**src/rtl/ps2_cola_eventos.sv**
```systemverilog
// PS/2 keyboard receiver: filtered clock, framed byte capture, E0/F0 prefix decode
// and a small event FIFO read through the PicoBlaze port bus.
module ps2_cola_eventos #(
    parameter int         FILTER_LEN  = 8,
    parameter int         FIFO_DEPTH  = 8,
    parameter int         TIMEOUT_CYC = 200000,
    parameter bit         EMIT_MAKE   = 1'b1,
    parameter logic [7:0] PORT_DATA   = 8'h03,
    parameter logic [7:0] PORT_STAT   = 8'h04
) (
    input  logic                          Reloj,
    input  logic                          RST,
    input  logic                          ps2c,
    input  logic                          DATA_IN,
    input  logic [7:0]                    POR_ID,
    input  logic                          RD_STROBE,
    output logic [7:0]                    OUT_PORT,
    output logic [$clog2(FIFO_DEPTH):0]   FIFO_COUNT,
    output logic                          EV_PENDING
);
    localparam int AW = $clog2(FIFO_DEPTH);
    localparam int CW = AW + 1;
    localparam int WW = $clog2(TIMEOUT_CYC + 1);
    localparam logic [WW-1:0] WD_MAX = WW'(TIMEOUT_CYC);
    localparam logic [CW-1:0] FULL_CNT = CW'(FIFO_DEPTH);

    typedef enum logic [1:0] {IDLE, SHIFT, CHECK} state_t;

    logic [1:0]            clk_sync_q, dat_sync_q;
    logic [FILTER_LEN-1:0] filt_q;
    logic                  fclk_q;
    logic                  fall_edge, dat_s;

    state_t                state_q;
    logic [3:0]            bitcnt_q;
    logic [9:0]            shift_q;
    logic [WW-1:0]         wd_q;
    logic                  byte_vld_q, par_set_q, frm_set_q;
    logic [7:0]            byte_q;

    logic                  ext_pend_q, brk_pend_q;
    logic                  ovf_q, par_err_q, frm_err_q;
    logic [9:0]            mem_q [FIFO_DEPTH];
    logic [AW-1:0]         wp_q, rp_q;
    logic [CW-1:0]         count_q;
    logic [7:0]            out_port_d;
    logic [9:0]            head;
    logic                  empty, full, push, pop, wr_en, rd_stat, err_any;

    // Reset to all-ones so a held-high keyboard clock never looks like an edge.
    always_ff @(posedge Reloj) begin
        if (RST) begin
            clk_sync_q <= '1;
            dat_sync_q <= '1;
            filt_q     <= '1;
            fclk_q     <= 1'b1;
        end else begin
            clk_sync_q <= {clk_sync_q[0], ps2c};
            dat_sync_q <= {dat_sync_q[0], DATA_IN};
            filt_q     <= {filt_q[FILTER_LEN-2:0], clk_sync_q[1]};
            if (&filt_q)
                fclk_q <= 1'b1;
            else if (~|filt_q)
                fclk_q <= 1'b0;
        end
    end

    assign fall_edge = fclk_q & ~|filt_q;
    assign dat_s     = dat_sync_q[1];

    always_ff @(posedge Reloj) begin
        if (RST) begin
            state_q    <= IDLE;
            bitcnt_q   <= '0;
            shift_q    <= '0;
            wd_q       <= '0;
            byte_vld_q <= 1'b0;
            byte_q     <= '0;
            par_set_q  <= 1'b0;
            frm_set_q  <= 1'b0;
        end else begin
            byte_vld_q <= 1'b0;
            par_set_q  <= 1'b0;
            frm_set_q  <= 1'b0;
            unique case (state_q)
                IDLE: begin
                    if (fall_edge && !dat_s) begin
                        state_q  <= SHIFT;
                        bitcnt_q <= '0;
                        wd_q     <= '0;
                    end
                end
                SHIFT: begin
                    if (fall_edge) begin
                        shift_q  <= {dat_s, shift_q[9:1]};
                        wd_q     <= '0;
                        bitcnt_q <= bitcnt_q + 4'd1;
                        if (bitcnt_q == 4'd9)
                            state_q <= CHECK;
                    end else if (wd_q == WD_MAX) begin
                        state_q   <= IDLE;
                        frm_set_q <= 1'b1;
                    end else begin
                        wd_q <= wd_q + 1'b1;
                    end
                end
                CHECK: begin
                    byte_q     <= shift_q[7:0];
                    byte_vld_q <= (^shift_q[8:0]) && shift_q[9];
                    par_set_q  <= ~^shift_q[8:0];
                    frm_set_q  <= ~shift_q[9];
                    state_q    <= IDLE;
                end
                default: state_q <= IDLE;
            endcase
        end
    end

    assign err_any = par_set_q | frm_set_q;
    assign empty   = (count_q == '0);
    assign full    = (count_q == FULL_CNT);
    assign push    = byte_vld_q && (byte_q != 8'hE0) && (byte_q != 8'hF0)
                     && (brk_pend_q || EMIT_MAKE);
    assign pop     = RD_STROBE && (POR_ID == PORT_DATA) && !empty;
    assign rd_stat = RD_STROBE && (POR_ID == PORT_STAT);
    // When full, a simultaneous pop frees the slot the push lands in.
    assign wr_en   = push && (!full || pop);
    assign head    = empty ? 10'd0 : mem_q[rp_q];

    always_comb begin
        out_port_d = 8'h00;
        if (POR_ID == PORT_DATA)
            out_port_d = head[7:0];
        else if (POR_ID == PORT_STAT)
            out_port_d = {ovf_q, par_err_q, frm_err_q, 2'b00, head[9], head[8], !empty};
    end

    always_ff @(posedge Reloj) begin
        if (wr_en)
            mem_q[wp_q] <= {ext_pend_q, brk_pend_q, byte_q};
    end

    always_ff @(posedge Reloj) begin
        if (RST) begin
            ext_pend_q <= 1'b0;
            brk_pend_q <= 1'b0;
            wp_q       <= '0;
            rp_q       <= '0;
            count_q    <= '0;
            ovf_q      <= 1'b0;
            par_err_q  <= 1'b0;
            frm_err_q  <= 1'b0;
            OUT_PORT   <= 8'h00;
        end else begin
            if (err_any) begin
                ext_pend_q <= 1'b0;
                brk_pend_q <= 1'b0;
            end else if (byte_vld_q) begin
                if (byte_q == 8'hE0)
                    ext_pend_q <= 1'b1;
                else if (byte_q == 8'hF0)
                    brk_pend_q <= 1'b1;
                else begin
                    ext_pend_q <= 1'b0;
                    brk_pend_q <= 1'b0;
                end
            end
            if (wr_en)
                wp_q <= wp_q + 1'b1;
            if (pop)
                rp_q <= rp_q + 1'b1;
            count_q <= count_q + CW'(wr_en) - CW'(pop);
            // Clear-on-read first so an error raised this cycle stays set.
            if (rd_stat) begin
                ovf_q     <= 1'b0;
                par_err_q <= 1'b0;
                frm_err_q <= 1'b0;
            end
            if (push && full && !pop)
                ovf_q <= 1'b1;
            if (par_set_q)
                par_err_q <= 1'b1;
            if (frm_set_q)
                frm_err_q <= 1'b1;
            OUT_PORT <= out_port_d;
        end
    end

    assign FIFO_COUNT = count_q;
    assign EV_PENDING = !empty;
endmodule

```
**config.mk**
```make
export PLATFORM = sky130hd
export DESIGN_NAME = ps2_cola_eventos
export DESIGN_NICKNAME = d
export VERILOG_FILES = /design/src/rtl/ps2_cola_eventos.sv
export SDC_FILE = /design/constraint.sdc
export NUM_CORES = 1
export LEC_CHECK = 0
export ABC_AREA = 1
export BUFFER_PORTS_ARGS = -buffer_cell sky130_fd_sc_hd__buf_2
export CAP_MARGIN = 0
export CORE_AREA = 2 2 140 101
export DETAILED_ROUTE_END_ITERATION = 8
export DIE_AREA = 0 0 142 103
export GPL_ROUTABILITY_DRIVEN = 0
export HOLD_SLACK_MARGIN = 0.05
export PLACE_DENSITY = 0.74
export SETUP_SLACK_MARGIN = 0.1
export SLEW_MARGIN = 40
export SYNTH_ARGS = -nofsm -noshare
export SYNTH_HDL_FRONTEND = slang
export SYNTH_SLANG_ARGS = --single-unit
export TNS_END_PERCENT = 20
```
**constraint.sdc**
```tcl
create_clock -name Reloj -period 2.34 [get_ports Reloj]
set_clock_uncertainty 0.15 [all_clocks]
set_input_delay 0.468 -clock Reloj [delete_from_list [all_inputs] [get_ports Reloj]]
set_output_delay 0.468 -clock Reloj [all_outputs]
set_load 0.02 [all_outputs]
```
==> results.cfg <==
[status]
outcome = finished, final reports clean

[worst_hold_path]
hold_path_depth = 2
hp-class = input port to flip-flop
min_to = clk_sync_q[0]
min_from = ps2c

[global_routing]
grt_pass1_wl_mm = 27.3
grt-ovfl-total = 0
grtUsageTotal_pct = 24.3
grt_pass1_vias = 5466
grt_max_degree = 43
antenna_found_initial = 0

[synthesis]
syn-cell-area_sq_um = 7160
synth_enable_flop_cells = 80
yosysSeqAreaShare_pct = 57.1
synth_ff_type = dfxtp_1
syn_inst = 763
yosysWarnings = 0
synth_cell_type_count = 43
synth_nets = 791
ys_seq_elements = 164
async_reset_ff_share_pct = 0
syn_area_per_cell_sq_um = 9.38

[pwr]
ir_worst_vdd_uv = 624
leakage_nw = 3.15
cellPowerDensity_nw_per_um2 = 827

[timing]
setup_viol = 0
drv_slew = 0
timing.slew.headroom_pct = 62.5
tightest_slew_ns = 0.562
hold_violations = 0
max_freq_ghz = 0.464
finalCritPeriodShare_pct = 92.0
rsz0062_at_grt = yes
min_period_ns = 2.15
fin_tns_setup_ns = 0

[setup_path]
critPathBufInv = 2
reg2reg_from = byte_q[3]
reg2reg_slack_ns = 0.19
max_stage_delay_ns = 0.52
cp_cell_sequence = nor2_1, nand2_1, nor3b_2, nor2_2, inv_1, nand2_1, nand2_1, ha_2, fa_2, inv_1, nor2_1
start_kind = flip-flop
cp_top_family = adder cells
cpMostUsedCell = nand2_1
worstSetupPathType = flip-flop to flip-flop
worstPathArrival_ns = 2.36
rr_endpoint = FIFO_COUNT[1]
path_max_fanout = 3
worst-endpoint-required_ns = 2.54
reg2reg_depth = 11
cp-end-kind = flip-flop
slowest_stage = fa_2

[detailed_routing]
post_drt_wl_per_cell_microns = 16.9
vias_per_cell = 5.64
vias = 5647
drc = 0
firstDrtPassIters = 5
routed_wl_mm = 16.9
drtAntennaViolNets = 0
drtIter0Drc = 572

[run]
maxCapViolCount = 0

[die]
die_y_microns = 103
start_util_pct = 53.1
die-area_sq_um = 14600
num_rows = 36
io_pins = 26
die_w_microns = 142
coreArea_sq_um = 13500

[clocking]
clk_latency_ns = 0.43
clockRootBuffer = clkbuf_16
cts.sinks = 164
cts.htree.levels = 4
cts_buffers = 17
cts.clk_slew.worst_paths_ns = 0.06
cts_tree = yes
clock_path_buffers = 2

[layout]
antenna_cells = 0
nNetsFinal = 845
final_layout_size_suffix_gt1_share_pct = 21.1
area_delta_synth_final_pct = 16.3
final_util_pct = 61.8
n_fill_cell = 1067

[placed_design]
dp_hpwl_mm = 11.3
io_buffers = 25
## layout by cell type (no fill, tap or decap), types with 12 or more instances in the layout
cell type	netlist	routed
a21oi_1	44	43
buf_2	2	25
buf_4	0	37
clkbuf_16	0	17
dfxtp_1	84	81
edfxtp_1	80	80
ha_1	14	12
inv_1	56	54
nand2_1	94	92
nand2_2	17	17
nand3_1	38	38
nor2_1	124	117
nor2_2	6	13
o21ai_0	63	62
or2_2	16	16
## through the flow
stage / power [mW] / instances / instance area [sq um] / hold slack [ns] / setup slack [ns]
6_report: 6.89 / 1001 / 8330 / 0.0777 / 0.186
5_1_grt: 7.15 / 1001 / 8330 / 0.0720 / 0.0582
4_1_cts: 6.91 / 1000 / 8290 / 0.0637 / 0.109
3_5_place_dp: 4.33 / 968 / 7720 / 0.244 / -0.0977
3_3_place_gp: 4.30 / 968 / 7720 / 0.241 / -0.0390
2_1_floorplan: 4.03 / 763 / 7210 / 0.239 / 0.0727
## worst register-to-register path, stage by stage, from the launching register on
cell     delay, ns
dfxtp_1       0.34
nor2_1        0.05
nand2_1       0.07
nor3b_2       0.05
nor2_2        0.22
inv_1         0.13
nand2_1       0.14
nand2_1       0.08
ha_2          0.19
fa_2          0.52
inv_1         0.04
nor2_1        0.09
## power by group
group / total [mW] / switching (mW) / internal (mW)
sequential: 3.34 / 0.105 / 3.23
combinational: 0.954 / 0.645 / 0.308
clock: 2.60 / 1.14 / 1.46
## layer usage
layer	vias to the layer above	track usage, %	wire length, microns
li1	2691	-	-
met1	2692	34.0	7900
met2	228	37.8	7430
met3	36	5.85	1280
met4	0	7.69	263
met5	-	0	0
## state kept, by name, summed over array words and instances, names as in the netlist, named ones only
| signal | flops |
|---|---|
| FIFO_COUNT | 4 |
| OUT_PORT | 8 |
| bitcnt_q | 4 |
| brk_pend_q | 1 |
| byte_q | 8 |
| byte_vld_q | 1 |
| clk_sync_q | 2 |
| dat_sync_q | 2 |
| ext_pend_q | 1 |
| fclk_q | 1 |
| filt_q | 8 |
| frm_err_q | 1 |
| frm_set_q | 1 |
| mem_q | 80 |
| ovf_q | 1 |
| par_err_q | 1 |
| par_set_q | 1 |
| rp_q | 3 |
| shift_q | 10 |
| state_q | 2 |
| wd_q | 18 |
| wp_q | 3 |
## how the worst max path moves through the flow
stage               slack, ns     startpoint             to  cells after the start
floorplan                0.07  FIFO_COUNT[2]  FIFO_COUNT[2]                     13
global placement        -0.04      POR_ID[6]  FIFO_COUNT[1]                     14
detailed placement       -0.1      POR_ID[6]  FIFO_COUNT[3]                     12
CTS                      0.11      byte_q[0]  FIFO_COUNT[3]                     11
global route             0.06      byte_q[3]  FIFO_COUNT[2]                     11
finish                   0.19      byte_q[3]  FIFO_COUNT[1]                     11
## cell families (layout without fill, tap and decap cells)
logic type / Yosys count / in the layout / synth area share (%)
adders and majority gates: 15 / 15 / 2.73
and+or+nand+nor: 328 / 328 / 21.0
xor gates and xnor gates: 13 / 13 / 1.59
AOI/OAI and AO/OA: 153 / 153 / 12.2
buffers and inverters: 90 / 157 / 5.35
DFF: 164 / 164 / 57.1
## Yosys cell counts (all sizes together) (4+ instances only)
cell type	number	area [sq um]
o22ai	4	25.0
a21oi	54	308
o221ai	11	96.3
ha	14	175
dfxtp	84	1680
o21ai	73	365
edfxtp	80	2400
xnor2	5	43.8
nor3	9	45.0
o211ai	6	45.0
nand2	113	482
inv	58	218
xor2	8	70.1
clkbuf	23	87.6
or2	18	113
nand4	7	43.8
nand3	40	218
nor2	132	534
nand3b	5	37.5
buf	7	70.1
## layout make-up
type,instances,area [sq um],share of cell area (%)
Clock inverter,12,105,1.26
Clock buffer,20,437,5.24
Sequential cell,164,4090,49.1
Timing Repair Buffer,65,463,5.56
Multi-Input combinational cell,509,2800,33.6
Inverter,60,225,2.70
Tap cell,171,214,2.57
## what timing repair did
action                                  CTS  global route
pin swaps                                 1             4
buffers inserted                          0             1
hold buffers                              0             0
resized for setup                         6            10
endpoints found under the setup margin    3            12
No activity file was read; power rests on OpenSTA's default activity.
